<file path="config.mk">
export PLATFORM = sky130hd
export DESIGN_NAME = pcs_10g_block_sync
export DESIGN_NICKNAME = d
export VERILOG_FILES = /design/src/rtl/pcs_10g_block_sync.sv
export SDC_FILE = /design/constraint.sdc
export NUM_CORES = 1
export LEC_CHECK = 0
export CAP_MARGIN = 20
export CORE_MARGIN = 5
export CORE_UTILIZATION = 46
export DETAILED_ROUTE_END_ITERATION = 7
export PLACE_DENSITY = 0.85
export SYNTH_ARGS = -nofsm -noshare
export SYNTH_HDL_FRONTEND = slang
export SYNTH_SLANG_ARGS = --single-unit
</file>
<file path="constraint.sdc">
create_clock -name clk -period 3.1 [get_ports clk]
set_input_delay 0.465 -clock clk [delete_from_list [all_inputs] [get_ports clk]]
set_output_delay 0.465 -clock clk [all_outputs]
set_load 0.01 [all_outputs]
</file>
<file path="src/rtl/pcs_10g_block_sync.sv">
// pcs_10g_block_sync: 64b/66b RX block-lock stage (Clause 49 lock state machine).
// Tests each block's 2-bit sync header, pulses rx_slip to realign the upstream
// gearbox until lock, and forwards every block with one cycle of latency.
// Optional: define BLOCK_SYNC_STATS_EN to add saturating slip/lock-loss counters.
module pcs_10g_block_sync #(
  parameter int SH_CNT_MAX   = 64,
  parameter int SH_INVLD_MAX = 16,
  parameter int SLIP_WAIT    = 2
) (
  input  logic        clk,
  input  logic        rst_n,
  input  logic [65:0] rx_block_in,
  input  logic        rx_block_valid,
  output logic        rx_slip,
  output logic        block_lock,
  output logic [65:0] rx_block_out,
  output logic        rx_block_out_valid,
  output logic        sh_invalid
`ifdef BLOCK_SYNC_STATS_EN
  ,
  output logic [15:0] slip_count,
  output logic [15:0] lock_loss_count
`endif
);

  localparam int CNT_W     = $clog2(SH_CNT_MAX + 1);
  localparam int INV_W     = $clog2(SH_INVLD_MAX + 1);
  localparam int WAIT_W    = (SLIP_WAIT > 1) ? $clog2(SLIP_WAIT) : 1;
  localparam int WAIT_LAST = (SLIP_WAIT > 0) ? SLIP_WAIT - 1 : 0;

  typedef enum logic [1:0] {
    RESET_CNT,
    TEST_SH,
    SLIP_HOLD
  } state_e;

  state_e              state_q, state_d;
  state_e              hold_next;
  logic [CNT_W-1:0]    sh_cnt_q, sh_cnt_d, sh_cnt_inc;
  logic [INV_W-1:0]    sh_invld_cnt_q, sh_invld_cnt_d, sh_invld_inc;
  logic [WAIT_W-1:0]   wait_cnt_q, wait_cnt_d;
  logic                block_lock_q, block_lock_d;
  logic                rx_slip_q, rx_slip_d;
  logic [65:0]         rx_block_q;
  logic                rx_block_valid_q;
  logic                sh_invalid_q;
  logic                hdr_bad;

  // Headers 2'b01 and 2'b10 are legal; 2'b00 and 2'b11 are not.
  assign hdr_bad      = ~(rx_block_in[65] ^ rx_block_in[64]);
  assign sh_cnt_inc   = sh_cnt_q + CNT_W'(1);
  assign sh_invld_inc = sh_invld_cnt_q + INV_W'(hdr_bad);
  // With no realignment wait the hold state is skipped entirely.
  assign hold_next    = (SLIP_WAIT == 0) ? RESET_CNT : SLIP_HOLD;

  // Lock FSM next-state, counter updates and slip request.
  always_comb begin
    state_d        = state_q;
    sh_cnt_d       = sh_cnt_q;
    sh_invld_cnt_d = sh_invld_cnt_q;
    wait_cnt_d     = wait_cnt_q;
    block_lock_d   = block_lock_q;
    rx_slip_d      = 1'b0;
    case (state_q)
      RESET_CNT: begin
        sh_cnt_d       = '0;
        sh_invld_cnt_d = '0;
        wait_cnt_d     = '0;
        state_d        = TEST_SH;
      end
      TEST_SH: begin
        if (rx_block_valid) begin
          sh_cnt_d       = sh_cnt_inc;
          sh_invld_cnt_d = sh_invld_inc;
          if (block_lock_q) begin
            // Invalid threshold wins over a coincident window end.
            if (sh_invld_inc == INV_W'(SH_INVLD_MAX)) begin
              block_lock_d = 1'b0;
              rx_slip_d    = 1'b1;
              state_d      = hold_next;
            end else if (sh_cnt_inc == CNT_W'(SH_CNT_MAX)) begin
              state_d = RESET_CNT;
            end
          end else begin
            if (hdr_bad) begin
              rx_slip_d = 1'b1;
              state_d   = hold_next;
            end else if (sh_cnt_inc == CNT_W'(SH_CNT_MAX)) begin
              block_lock_d = 1'b1;
              state_d      = RESET_CNT;
            end
          end
        end
      end
      SLIP_HOLD: begin
        if (rx_block_valid) begin
          if (wait_cnt_q == WAIT_W'(WAIT_LAST)) begin
            wait_cnt_d = '0;
            state_d    = RESET_CNT;
          end else begin
            wait_cnt_d = wait_cnt_q + WAIT_W'(1);
          end
        end
      end
      default: state_d = RESET_CNT;
    endcase
  end

  // FSM state, counters and registered status outputs.
  always_ff @(posedge clk or negedge rst_n) begin
    if (!rst_n) begin
      state_q        <= RESET_CNT;
      sh_cnt_q       <= '0;
      sh_invld_cnt_q <= '0;
      wait_cnt_q     <= '0;
      block_lock_q   <= 1'b0;
      rx_slip_q      <= 1'b0;
    end else begin
      state_q        <= state_d;
      sh_cnt_q       <= sh_cnt_d;
      sh_invld_cnt_q <= sh_invld_cnt_d;
      wait_cnt_q     <= wait_cnt_d;
      block_lock_q   <= block_lock_d;
      rx_slip_q      <= rx_slip_d;
    end
  end

  // Lock-independent forwarding datapath.
  always_ff @(posedge clk or negedge rst_n) begin
    if (!rst_n) begin
      rx_block_q       <= '0;
      rx_block_valid_q <= 1'b0;
      sh_invalid_q     <= 1'b0;
    end else begin
      if (rx_block_valid) rx_block_q <= rx_block_in;
      rx_block_valid_q <= rx_block_valid;
      sh_invalid_q     <= rx_block_valid & hdr_bad;
    end
  end

`ifdef BLOCK_SYNC_STATS_EN
  logic [15:0] slip_count_q;
  logic [15:0] lock_loss_count_q;

  // Saturating slip and lock-loss event counters.
  always_ff @(posedge clk or negedge rst_n) begin
    if (!rst_n) begin
      slip_count_q      <= '0;
      lock_loss_count_q <= '0;
    end else begin
      if (rx_slip_d && (slip_count_q != '1))
        slip_count_q <= slip_count_q + 16'd1;
      if (block_lock_q && !block_lock_d && (lock_loss_count_q != '1))
        lock_loss_count_q <= lock_loss_count_q + 16'd1;
    end
  end

  assign slip_count      = slip_count_q;
  assign lock_loss_count = lock_loss_count_q;
`endif

  assign rx_slip            = rx_slip_q;
  assign block_lock         = block_lock_q;
  assign rx_block_out       = rx_block_q;
  assign rx_block_out_valid = rx_block_valid_q;
  assign sh_invalid         = sh_invalid_q;

endmodule

</file>
Yosys cells after proc, flatten, opt, wreduce, memory -nomap -nowiden
Index checks and enable logic that the tools add are counted.

Bits in latches: 0. Register bits: 85. RAM bits: 0. Memories kept: 0. ROM bits: 0. Logic and storage cells: 53. Bits of input ports: 69.

Divide/modulo/power cells: 0. Muxes and demuxes: 24. Order comparisons: 0. Bitwise gates (word level): 3. Multiply operators: 0. Reduce and logical (&&, ||, !) cells: 7. Shift-type cells: 0. $add $sub $neg: 3. Eq/ne operators: 7.

Operator list (count): $mux W2 (7); $pmux W7 S2 (1); $mux W1 (11); $pmux W5 S2 (1); $add A7 B1 Y7 const B (1); $eq A7 B7 Y1 const B (1); $mux W7 (1); $ne A2 B2 Y1 const B (3); $pmux W2 S3 (1); $reduce_and A2 Y1 (3); $add A5 B1 Y5 (1); $eq A5 B5 Y1 const B (1); $mux W5 (1); $reduce_bool A2 Y1 (2); $reduce_and A3 Y1 (1); $eq A2 B1 Y1 const B (1); $eq A2 B2 Y1 const B (1); $logic_not A2 Y1 (1); $pmux W1 S2 (1); $add A1 B1 Y1 const B (1); $and A1 B1 Y1 (1); $not A1 Y1 (1); $xor A1 B1 Y1 (1).

Depth between registers and ports, before layout
Gate-level depths: netlist of run 1.

Depth after elaboration: 8. Gate-level depth with buffers: 7. Mapped depth without buffers: 7.

Least setup slack after synthesis of run 1
No wires, ideal clock.

Path type: input to register. Start point: in rx_block_in[64]. End point: reg state_q[0]. Data required time: 2.982 ns. Arrival time: 1.799 ns. Buffers on the path: 0. Stages: 7. Path slack: 1.183 ns. Cells stage by stage: xnor2_1 > ha_1 > ha_1 > nor2_1 > o21ai_1 > o31a_1 > a21o_1.

Word-level cells in the longest chain between the ends: 8.

RTL lines: from (decl) (line 12) `input logic [65:0] rx_block_in,`; $xor A1 B1 Y1 (*) (line 50) `assign hdr_bad = ~(rx_block_in[65] ^ rx_block_in[64]);`; $not A1 Y1 (line 50); $add A5 B1 Y5 (line 52) `assign sh_invld_inc = sh_invld_cnt_q + INV_W'(hdr_bad);`; $eq A5 B5 Y1 (line 77) `if (sh_invld_inc == INV_W'(SH_INVLD_MAX)) begin`; $mux W2 (line 77); $mux W2 (*) (line 75) `if (block_lock_q) begin`; $mux W2 (*) (line 72) `if (rx_block_valid) begin`; $pmux W2 S3 (*) (line 64) `case (state_q)`; to (signal assigned) (line 119) `state_q <= state_d;`; to (decl) (line 37) `state_e state_q, state_d;`.

Mark *: on every way between the ends. The rest lies on a longest branch, timed or not. The select of a mux whose other input is x is not followed. A chain may end at the register's enable or synchronous reset.

Worst setup path in the final report of run 1
Same ends and word-level chain as after synthesis.

==> impl_metrics.yaml, run 1 <==
yosys:
  synth_top_area_cell: "dfrtp_1"
  ys_ff_latch: 85
  syn_avg_cell_area_um2: 14.2
  synth.area.top_cells: "dfrtp_1 62%, mux2_2 22%, o21ai_0 2.3%"
  syn_area_um2: 3420
  yosys_warnings: 0
  yosysTopAreaCellShare: 0.622
  syn_inst: 241
  synth_seq_area_share: 0.622
  ys_types: 32
  syn_nets: 313
die:
  std_cell_rows: 31
  fp.dieArea_um2: 9250
  die_x_um: 96.2
  initial_core_util: 0.471
  die_y_um: 96.2
  core_um2: 7250
  ios: 139
final_layout:
  fin_cells: 484
  n_antenna_cell: 0
  fin_area_um2: 5060
  post-route-util: 0.697
  layout-drive-gt1-share: 0.226
  nets: 452
  final_cell_mix: "136 x clkdlybuf4s50_1, 85 x dfrtp_1, 67 x mux2_2"
  final_common_cell: "clkdlybuf4s50_1"
  area_delta_synth_final_pct: 48.0
clock_network:
  postCtsHoldBufs: 0
  clock_path_buffers: 2
  cts-root-buf: "clkbuf_8"
  clkLatencyLatePin_ns: 0.34
  cts_made_buffers: 9
  post_cts_resized: 0
  cts_sinks: 85
  post-cts-setup-buffer-count: 0
  cts_max_level: 3
  cts_tree: "done"
  cts.clk_slew.worst_paths_ns: 0.09
worst_setup_path:
  crit_required_ns: 3.34
  end_kind: "register"
  arrival_ns: 2.57
  worstSetupStartpointType: "input port"
  worstSetupPathType: "input port to register"
  critPathMaxFanout: 5
power:
  pwr-share-comb: 0.236
  pwr-share-seq: 0.501
  sw_frac_of_total: 0.285
  clock_power_share: 0.263
  ir_worst_vdd_mv: 0.249
  p_int_mw: 1.91
  p_per_area_nw_per_um2: 527
  p_leak_nw: 2.11
  power.switching_mw: 0.760
detailed_routing:
  final_antenna_net_count: 0
  drt_iter0_drc: 92
  first_pass_iters: 4
  vias: 2483
  viasPerCell: 5.13
  wl_per_cell_um: 17.1
  drc: 0
  routed_wl_um: 8280
timing:
  fmax_mhz: 430
  slew_viol_final: 0
  hold_ws_ns: 0.478
  timing.final.crit_share: 0.750
  tightestPinTransition_ns: 0.830
  setup_tns_ns: 0
  min_period_ns: 2.33
  hold_violations: 0
  setup_viol: 0
  rsz0062_at_grt: "no"
  slew_headroom: 0.447
  fin_worst_skew_ns: 0.0101
placed_design:
  io_buffers: 138
  dp.cells: 466
  gp_congestion: 0.860
  place_area_um2: 4850
  dp_hpwl_um: 5930
grt:
  grt-ovfl-total: 0
  grt_max_degree: 86
  grt_pass1_wl_um: 12600
  track_usage: 0.180
  grt_pass1_vias: 2504
  antenna_found_initial: 0
outcome:
  status: "complete, no violations"
hold_path:
  hold_class: "input port to asynchronous set/reset pin"
job:
  max-cap-violations: 0
-- layer usage --
layer	wire, µm	vias to the layer above	GRT usage
met5	0	-	0
met4	145	0	0.0664
met3	834	10	0.0672
met2	4000	94	0.287
met1	3300	1228	0.221
li1	-	1151	-
-- power by group through the flow --
stage	Clock, mW	Sequential [mW]	Combinational (mW)
3_3_place_gp	0	1.35	0.609
5_1_grt	0.778	1.36	0.687
4_1_cts	0.721	1.34	0.630
3_5_place_dp	0	1.36	0.627
6_report	0.701	1.34	0.630
2_1_floorplan	0	1.38	0.255
-- cells in the mapped netlist (all sizes together) --
cell,number
xnor2,1
nand4,4
nor2,8
and3b,1
a22o,5
buf,11
o31a,1
a31oi,7
mux2,67
nor4b,1
inv,2
nor3b,1
and3,2
and4,1
nand3,1
clkbuf,2
and2,1
nand2,9
a41oi,1
xor2,2
nand3b,2
ha,3
dfrtp,85
a21o,2
o21ai,18
a21oi,2
nor3,1
-- registers in the layout, summed over array words and instances (netlist names) --
register / count
sh_cnt_q: 7
rx_slip: 1
rx_block_out: 66
sh_invld_cnt_q: 5
state_q: 2
rx_block_out_valid: 1
wait_cnt_q: 1
sh_invalid: 1
block_lock: 1
-- logic make-up after synthesis --
logic type	share of synthesized area
XOR/XNOR	0.00769
buffers and inverters	0.0242
AO/OA/AOI/OAI	0.0644
adder cells (fa/ha/maj)	0.0110
multiplexers	0.221
flip-flops	0.622
AND/OR/NAND/NOR	0.0494
-- layout make-up --
cell class	count	area, µm²
flip-flops and latches	85	2130
multi-input cells	141	1210
well taps	99	124
repair buffers	141	1420
clock buffers	10	128
inverters	2	7.51
clock inverters	6	46.3
fillers	529	2190
-- path summary, 6_finish.rpt --
| kind | startpoint | to | slack [ns] | depth (start not counted) |
|---|---|---|---|---|
| setup / recovery | rx_block_in[64] | state_q[0]$_DFFE_PN0P_ | 0.77 | 8 |
| hold / removal | rst_n | rx_block_out[42]$_DFFE_PN0P_ | 0.48 | 2 |
| setup reg to reg | sh_invld_cnt_q[0]$_DFFE_PN0P_ | state_q[0]$_DFFE_PN0P_ | 1.34 | 6 |
| hold reg to reg | rx_block_out[24]$_DFFE_PN0P_ | rx_block_out[24]$_DFFE_PN0P_ | 0.51 | 1 |
| max in group asynchronous | rst_n | rx_block_out[29]$_DFFE_PN0P_ | 2.02 | 3 |
| min in group clk | rx_block_valid | rx_block_out[44]$_DFFE_PN0P_ | 0.49 | 2 |
-- stage by stage --
stage | power, mW | setup slack (ns)
after global routing | 2.83 | 0.618
after detailed placement | 1.99 | 0.429
after global placement | 1.96 | 0.564
after floorplan | 1.63 | 1.18
final | 2.67 | 0.774
after CTS | 2.69 | 0.795
-- worst max-delay path, stage by stage --
cell and delay, ns:
clkdlybuf4s50_1 0.44, xnor2_1 0.38, ha_1 0.33, ha_1 0.28, nor2_1 0.11, o21ai_1 0.10
o31a_1 0.31, a21o_1 0.17
Note: power is estimated with default switching activity, not from simulation.
==> run 2: changes to the inputs <==
--- a/config.mk
+++ b/config.mk
@@ -7,9 +7,9 @@
 export LEC_CHECK = 0
 export CAP_MARGIN = 20
 export CORE_MARGIN = 5
-export CORE_UTILIZATION = 46
+export CORE_UTILIZATION = 43
 export DETAILED_ROUTE_END_ITERATION = 7
-export PLACE_DENSITY = 0.85
+export PLACE_DENSITY = 0.8
 export SYNTH_ARGS = -nofsm -noshare
 export SYNTH_HDL_FRONTEND = slang
 export SYNTH_SLANG_ARGS = --single-unit
==> constraint.sdc (replaced) <==
create_clock -name clk -period 2.18 [get_ports clk]
set_input_delay 0.327 -clock clk [delete_from_list [all_inputs] [get_ports clk]]
set_output_delay 0.327 -clock clk [all_outputs]
set_load 0.01 [all_outputs]
==> impl_metrics.yaml, run 2 (synthesis gave the netlist of run 1 again) <==
die:
  die_y_um: 99.1
  initial_core_util: 0.442
  die_x_um: 99.1
  ios: 139
  fp.dieArea_um2: 9830
  std_cell_rows: 32
  core_um2: 7730
final_layout:
  largest_reg_flops: 66
  area_delta_synth_final_pct: 49.5
  final_common_cell: "clkdlybuf4s50_1"
  layout-drive-gt1-share: 0.235
  n_antenna_cell: 0
  nets: 457
  final_cell_mix: "136 x clkdlybuf4s50_1, 85 x dfrtp_1, 67 x mux2_2"
  fin_area_um2: 5110
  post-route-util: 0.661
  fillers: 575
grt:
  track_usage: 0.165
  grt_pass1_vias: 2521
  grt_pass1_wl_um: 13100
  antenna_found_initial: 0
  grt-ovfl-total: 0
  grt_max_degree: 40
detailed_routing:
  routed_wl_um: 7950
  drc: 0
  viasPerCell: 5.05
  final_antenna_net_count: 0
  drt_iter0_drc: 87
  vias: 2476
  first_pass_iters: 4
  wl_per_cell_um: 16.2
worst_setup_path:
  max_stage_delay_ns: 0.47
  r2r_end: "state_q[0]$_DFFE_PN0P_"
  reg2reg_setup_slack_ns: 0.48
  r2r-start: "sh_invld_cnt_q[0]$_DFFE_PN0P_"
  slowest_stage: "clkdlybuf4s50_1"
  worstSetupStartpointType: "input port"
  critPathMaxFanout: 3
  crit_required_ns: 2.41
  cp_cell_sequence: "clkdlybuf4s50_1 -> xnor2_1 -> ha_1 -> ha_1 -> nor3b_1 -> a31oi_1 -> o31a_1 -> a21o_1"
  end_kind: "register"
  r2r_cells: 6
  arrival_ns: 2.16
  worstSetupPathType: "input port to register"
  crit_path_frequent_cell: "ha_1"
timing:
  fin_ws_ns: 0.257
  rsz0062_at_grt: "no"
  setup_viol: 0
  fin_worst_skew_ns: 0.00469
  hold_ws_ns: 0.397
  fmax_mhz: 520
  tightestPinTransition_ns: 0.507
  timing.final.crit_share: 0.882
  slew_viol_final: 0
  hold_violations: 0
  slew_headroom: 0.661
  min_period_ns: 1.92
clock_network:
  clock_path_buffers: 2
  cts_sinks: 85
  clkLatencyLatePin_ns: 0.34
  cts.clk_slew.worst_paths_ns: 0.08
  cts_tree: "done"
  cts_max_level: 3
  cts_made_buffers: 9
  cts-root-buf: "clkbuf_8"
placed_design:
  place_area_um2: 4920
  detailedPlace.worstSlack_ns: -0.0513
  dp_hpwl_um: 5950
  io_buffers: 138
  gp_congestion: 0.784
power:
  p_leak_nw: 2.15
  p_per_area_nw_per_um2: 751
  ir_worst_vdd_mv: 0.455
hold_path:
  hold_class: "input port to asynchronous set/reset pin"
job:
  max-cap-violations: 0
outcome:
  status: "complete, no violations"
run 2: changes by cell type in the layout (fill, tap and decap cells not counted):
cell,previous run,this run
buf_12,0,2
buf_4,2,6
clkinv_2,1,3
inv_6,2,0
buf_16,1,0
bufinv_16,0,1
clkinvlp_4,2,0
clkbuf_1,1,0
run 2: worst max path at each step:
stage	startpoint	end	slack (ns)	depth (start not counted)
floorplan	rx_block_in[64]	state_q[0]$_DFFE_PN0P_	0.40	7
global placement	rx_block_in[65]	state_q[0]$_DFFE_PN0P_	-0.04	8
detailed placement	rx_block_in[65]	state_q[0]$_DFFE_PN0P_	-0.05	8
CTS	rx_block_in[65]	state_q[0]$_DFFE_PN0P_	0.29	8
global route	rx_block_in[65]	state_q[0]$_DFFE_PN0P_	0.15	8
finish	rx_block_in[65]	state_q[0]$_DFFE_PN0P_	0.26	8
run 2: timing repair:
item	in CTS	in global routing
hold endpoints to repair	16	0
gates resized for setup	0	0
buffers inserted	0	0
hold buffers	1	0
run 2: metal layers:
metal | share of wire | wire (µm) | track usage | vias to the layer above
li1 | - | - | - | 1156
met1 | 0.42 | 3320 | 0.213 | 1205
met3 | 0.092 | 735 | 0.0659 | 8
met5 | 0 | 0 | 0 | -
met2 | 0.48 | 3820 | 0.267 | 107
met4 | 0.0099 | 79 | 0.0305 | 0
run 2: final cells by class:
type,instances,area [µm²],area share
Inverter,2,7.51,0.00147
Multi-Input combinational cell,141,1210,0.236
Tap cell,102,128,0.0250
Clock buffer,9,124,0.0242
Clock inverter,5,53.8,0.0105
Timing Repair Buffer,146,1460,0.286
Sequential cell,85,2130,0.416
run 2: stage by stage:
step	cells	TNS (ns)	total power, mW
finish	490	0	3.84
detailed placement	475	-0.0513	2.84
global route	490	0	4.05
CTS	490	0	3.88
floorplan	241	0	2.32
global placement	475	-0.0376	2.81
run 2: critical path: cells and delay by family:
kind	cells	cell delay [ns]
AO/OA/AOI/OAI	3	0.54
buffers and inverters	1	0.47
XOR/XNOR	1	0.17
AND/OR/NAND/NOR	1	0.22
adder cells (fa/ha/maj)	2	0.42
run 2: power breakdown:
part | total [mW] | internal [mW] | switching, mW
combinational | 0.902 | 0.543 | 0.358
clock | 1.04 | 0.513 | 0.526
sequential | 1.90 | 1.76 | 0.136
==> variant 1: new RTL, config.mk and constraints of run 2 <==
The 3 states of `state_e` get a one-hot encoding in 3 bits.
--- a/src/rtl/pcs_10g_block_sync.sv
+++ b/src/rtl/pcs_10g_block_sync.sv
@@ -30,6 +30,6 @@
 
-  typedef enum logic [1:0] {
-    RESET_CNT,
-    TEST_SH,
-    SLIP_HOLD
+  typedef enum logic [2:0] {
+    RESET_CNT = 3'b001,
+    TEST_SH   = 3'b010,
+    SLIP_HOLD = 3'b100
   } state_e;
Formal check against the unedited RTL: no difference found for any inputs over 10 cycles, from zero or initial values and one cycle with rst_n low; not proved beyond that.
==> variant 1 against run 2 <==
- combinational power rose by 20%
- synthesized cell count rose by 10%
- cell area rose by 5.5%
- wire length rose by 9.2%
- sequential cell count increased by 1
- via count rose by 7.3%
- maximum frequency is 8.8% lower
- total power is 11% higher
- worst setup slack got worse by 0.19 ns
- utilization down 0.21 points
- highest routed layer unchanged
- synthesized area is 5.1% higher
==> variant 1: results (changes against run 2) <==
- Layout cells sized above 1: 25.2% (was 23.5%)
- Number of nets at the end of the flow: 484 (was 457)
* Routed wl met2: 4.38 mm (was 3.82 mm)
- Worst min-delay path class: primary input to register (was primary input to asynchronous set/reset pin)
* Maximum single-stage delay on the critical path: 0.52 ns (was 0.47 ns)
- R2R Setup Slk: 0.32 ns (was 0.48 ns)
- Half-perimeter wire length of the detailed placement result: 6.25 mm (was 5.95 mm)
- Number of instances in the synthesized netlist: 266 (was 241)
- Cells after DPL: 505 (was 475)
- The post-cts repair resize count was 2 (was 0).
- Transition time of the tightest slew-check pin: 0.620 ns (was 0.507 ns)
* Routability-driven placement congestion ratio: 0.843 (was 0.784)
- The wire length of the first global-routing pass came to 14.3 mm (was 13.1 mm).
- Synth Net Count: 338 (was 313)
- The number of distinct library cells after synthesis came to 37 (was 32).
* Post-Route Skew: 0.00269 ns (was 0.00469 ns)
- The global routing usage on met2 was 29.6% (was 26.7%).
- Dominant cells by area after synthesis: dfrtp_1 59%, mux2_2 21%, o21ai_0 2.4% (was dfrtp_1 62%, mux2_2 22%, o21ai_0 2.3%)
- Commonest cells post-synth: 85 x dfrtp_1, 66 x mux2_2, 20 x nand2_1, 17 x o21ai_0 (was 85 x dfrtp_1, 67 x mux2_2, 16 x o21ai_0, 9 x nand2_1, 8 x buf_2)
- DRC marker count from the first detailed-route iteration: 107 (was 87)
* Filler instances: 613 (was 575)
* Static leakage power: 2.21 nW (was 2.15 nW)
* Setup slack after placement: -0.384 ns (was -0.0513 ns)
- The worst hold slack after final layout is 0.329 ns (was 0.397 ns).
* Top delay family on crit path: simple AND/OR/NAND/NOR gates (was compound AO/OA/AOI/OAI gates)
- Via-per-instance ratio: 5.10 (was 5.05)
- Global Route Usage Sum: 17.7% (was 16.5%)
- Met3 routing resource usage after global routing: 7.85% (was 6.59%)
* End of the worst register-to-register path: state_q[2] (was state_q[0])
- Pwr dens: 791 nW/µm² (was 751 nW/µm²)
- Status: complete, no violations (unchanged)
==> variant 1: logic make-up (layout without fill, tap and decap cells) <==
group,count (synthesis),count (layout),share of synthesized area [%]
compound gates,40,40,7.18
xor+xnor,7,7,1.71
fa+ha+maj,3,3,1.05
buf+inv,17,167,2.23
flops,86,86,60.0
mux,66,66,20.7
simple gates,47,47,7.18
==> variant 1: worst max-delay path by stage <==
stage,end,slack (ns),cells past startpoint
after floorplan,state_q[2],0.10,7
after global placement,state_q[2],-0.36,8
after detailed placement,state_q[2],-0.38,8
after CTS,state_q[2],0.004,9
after global routing,block_lock,0.02,9
final,state_q[2],0.07,9
==> variant 1: area by class of cell <==
class / instances / area [µm²] / share of cell area [%]
Clock buffer: 12 / 155 / 2.88
Clock inverter: 3 / 67.6 / 1.25
Inverter: 4 / 15.0 / 0.279
Multi-Input combinational cell: 163 / 1400 / 26.0
Sequential cell: 86 / 2150 / 40.0
Tap cell: 105 / 131 / 2.44
Timing Repair Buffer: 148 / 1470 / 27.2
==> variant 2: new RTL, settings of run 2 <==
Without the edit above. `SH_INVLD_MAX`: 16 -> 64.
--- a/src/rtl/pcs_10g_block_sync.sv
+++ b/src/rtl/pcs_10g_block_sync.sv
@@ -6,3 +6,3 @@
   parameter int SH_CNT_MAX   = 64,
-  parameter int SH_INVLD_MAX = 16,
+  parameter int SH_INVLD_MAX = 64,
   parameter int SLIP_WAIT    = 2
Formal check against the unedited RTL: no difference found for any inputs over 10 cycles, from zero or initial values and one cycle with rst_n low; that may be too few to reach the edited logic, so the function may still have changed.
==> variant 2 against run 2 <==
- worst setup slack lost 0.099 ns
- cell area up 4.1%
- sequential cell count up 2
- hold slack better by 0.055 ns
- total power grew 5.9%
- utilization down 1.1 points
- synthesized area rose by 5.0%
- wire length up 7.5%
- final cell count rose by 4.3%
- largest cell class unchanged
==> variant 2: results (changes against run 2) <==
* Routed wl met2: 4.37 mm (was 3.82 mm)
* Root Buffer Master: clkbuf_8 (unchanged)
* Maximum fanout along the worst path: 4 (was 3)
* Final period utilization: 92.8% (was 88.2%)
- Layout cells sized above 1: 23.4% (was 23.5%)
- The highest ir drop seen on vdd was 0.000453 V (was 0.000455 V).
- Number of nets at the end of the flow: 473 (was 457)
- Status: complete, no violations (unchanged)
* Number of clock buffers inserted by TritonCTS: 9 (unchanged)
- Vias after detailed routing: 2613 (was 2476)
- Seq/Total Area, Yosys: 60.7% (was 62.2%)
- The routed length on met3 was 694 µm (was 735 µm).
* Number of instances in the synthesized netlist: 255 (was 241)
- The post-synth net total was 327 (was 313).
* Share of the synthesized netlist area taken by xor and xnor gates: 0.977% (was 0.769%)
* Headroom to the max-slew limit: 50.0% (was 66.1%)
* Setup repair bufs after CTS: 0 (unchanged)
* Post-Route Skew: 0.00885 ns (was 0.00469 ns)
- The post-synthesis adder-cell area fraction was 1.05% (was 1.10%).
- The placed instance area came to 5100 µm² (was 4920 µm²).
- Pin count of the biggest net entering global routing: 60 (was 40)
- The arrival time of the worst setup path is 2.26 ns (was 2.16 ns).
- Fraction of synthesized area in multiplexers: 21.0% (was 22.1%)
- The static leakage is 2.23 nW (was 2.15 nW).
- DRC marker count from the first detailed-route iteration: 97 (was 87)
* Routed metal-1 wirelength: 3.35 mm (was 3.32 mm)
* Commonest cells post-synth: 87 x dfrtp_1, 67 x mux2_2, 19 x o21ai_0, 10 x buf_2, 8 x nand2_1 (was 85 x dfrtp_1, 67 x mux2_2, 16 x o21ai_0, 9 x nand2_1, 8 x buf_2)
- The number of port buffers was 138 (unchanged).
* Non-filler instance count after layout: 511 (was 490)
- Number of distinct library cells after synthesis: 38 (was 32)
- The master of the slowest instance on the critical path was clkdlybuf4s50_1 (unchanged).
* Synth Area in Compound Gates: 8.06% (was 6.44%)
* Half-perimeter wire length of the detailed placement result: 6.30 mm (was 5.95 mm)
- The combined global-route utilization of all metal layers came to 17.2% (was 16.5%).
* Routability-driven placement congestion ratio: 0.762 (was 0.784)
* Diodes inserted: 0 (unchanged)
- Maximum single-stage delay on the critical path: 0.44 ns (was 0.47 ns)
- The wire length of the first global-routing pass came to 13.9 mm (was 13.1 mm).
- Setup slack after placement: -0.215 ns (was -0.0513 ns)
- The final routed wire length divided by cell count is 16.7 µm (was 16.2 µm).
- The post-cts repair resize count came to 0 (unchanged).
- Dominant cells by area after synthesis: dfrtp_1 61%, mux2_2 21%, o21ai_0 2.7% (was dfrtp_1 62%, mux2_2 22%, o21ai_0 2.3%).
- Via count of the first global-routing pass: 2784 (was 2521)
- The number of placed instances with taps included is 494 (was 475).
-- variant 2: routing by layer --
layer / vias to the layer above / GRT usage, %
li1: 1219 / -
met3: 10 / 7.02
met5: - / 0
met2: 89 / 29.7
met4: 0 / 5.01
met1: 1295 / 19.7
-- variant 2: logic make-up after synthesis --
| group | after synthesis |
|---|---|
| fa+ha+maj | 3 |
| xor+xnor | 4 |
| compound gates | 42 |
| simple gates | 36 |
| mux | 67 |
| buf+inv | 16 |
| flops | 87 |
-- variant 2: worst paths after layout --
check / from / to / slack [ns] / depth (start not counted)
worst max-delay path: rx_block_in[64] / block_lock / 0.16 / 8
worst min-delay path: rst_n / rx_block_out[40] / 0.45 / 2
worst max register to register: sh_invld_cnt_q[0] / block_lock / 0.37 / 6
worst min register to register: rx_block_out[21] / rx_block_out[21] / 0.51 / 1
max in group asynchronous: rst_n / rx_block_out[14] / 1.05 / 3
min in group clk: rx_block_valid / sh_invalid / 0.47 / 3
-- variant 2: where the power goes --
group	internal, W	switching (W)	total, W	leakage (nW)
combinational	0.000543	0.000369	0.000912	1.07
sequential	0.00180	0.000132	0.00193	1.05
clock	0.000657	0.000568	0.00122	0.106
-- variant 2: cell type report --
| cell class | count | area (µm²) |
|---|---|---|
| clock buffer | 12 | 135 |
| multi-input combinational | 152 | 1320 |
| tap | 105 | 131 |
| timing repair buffer | 149 | 1470 |
| inverter | 2 | 7.51 |
| sequential | 87 | 2180 |
| fill | 633 | 2860 |
| clock inverter | 4 | 77.6 |
-- variant 2: critical path, delay by kind of cell --
family                   cells  cell delay (ns)
buffers and inverters        2             0.62
adder cells (fa/ha/maj)      2             0.43
AO/OA/AOI/OAI                2             0.37
AND/OR/NAND/NOR              1             0.34
XOR/XNOR                     1             0.17
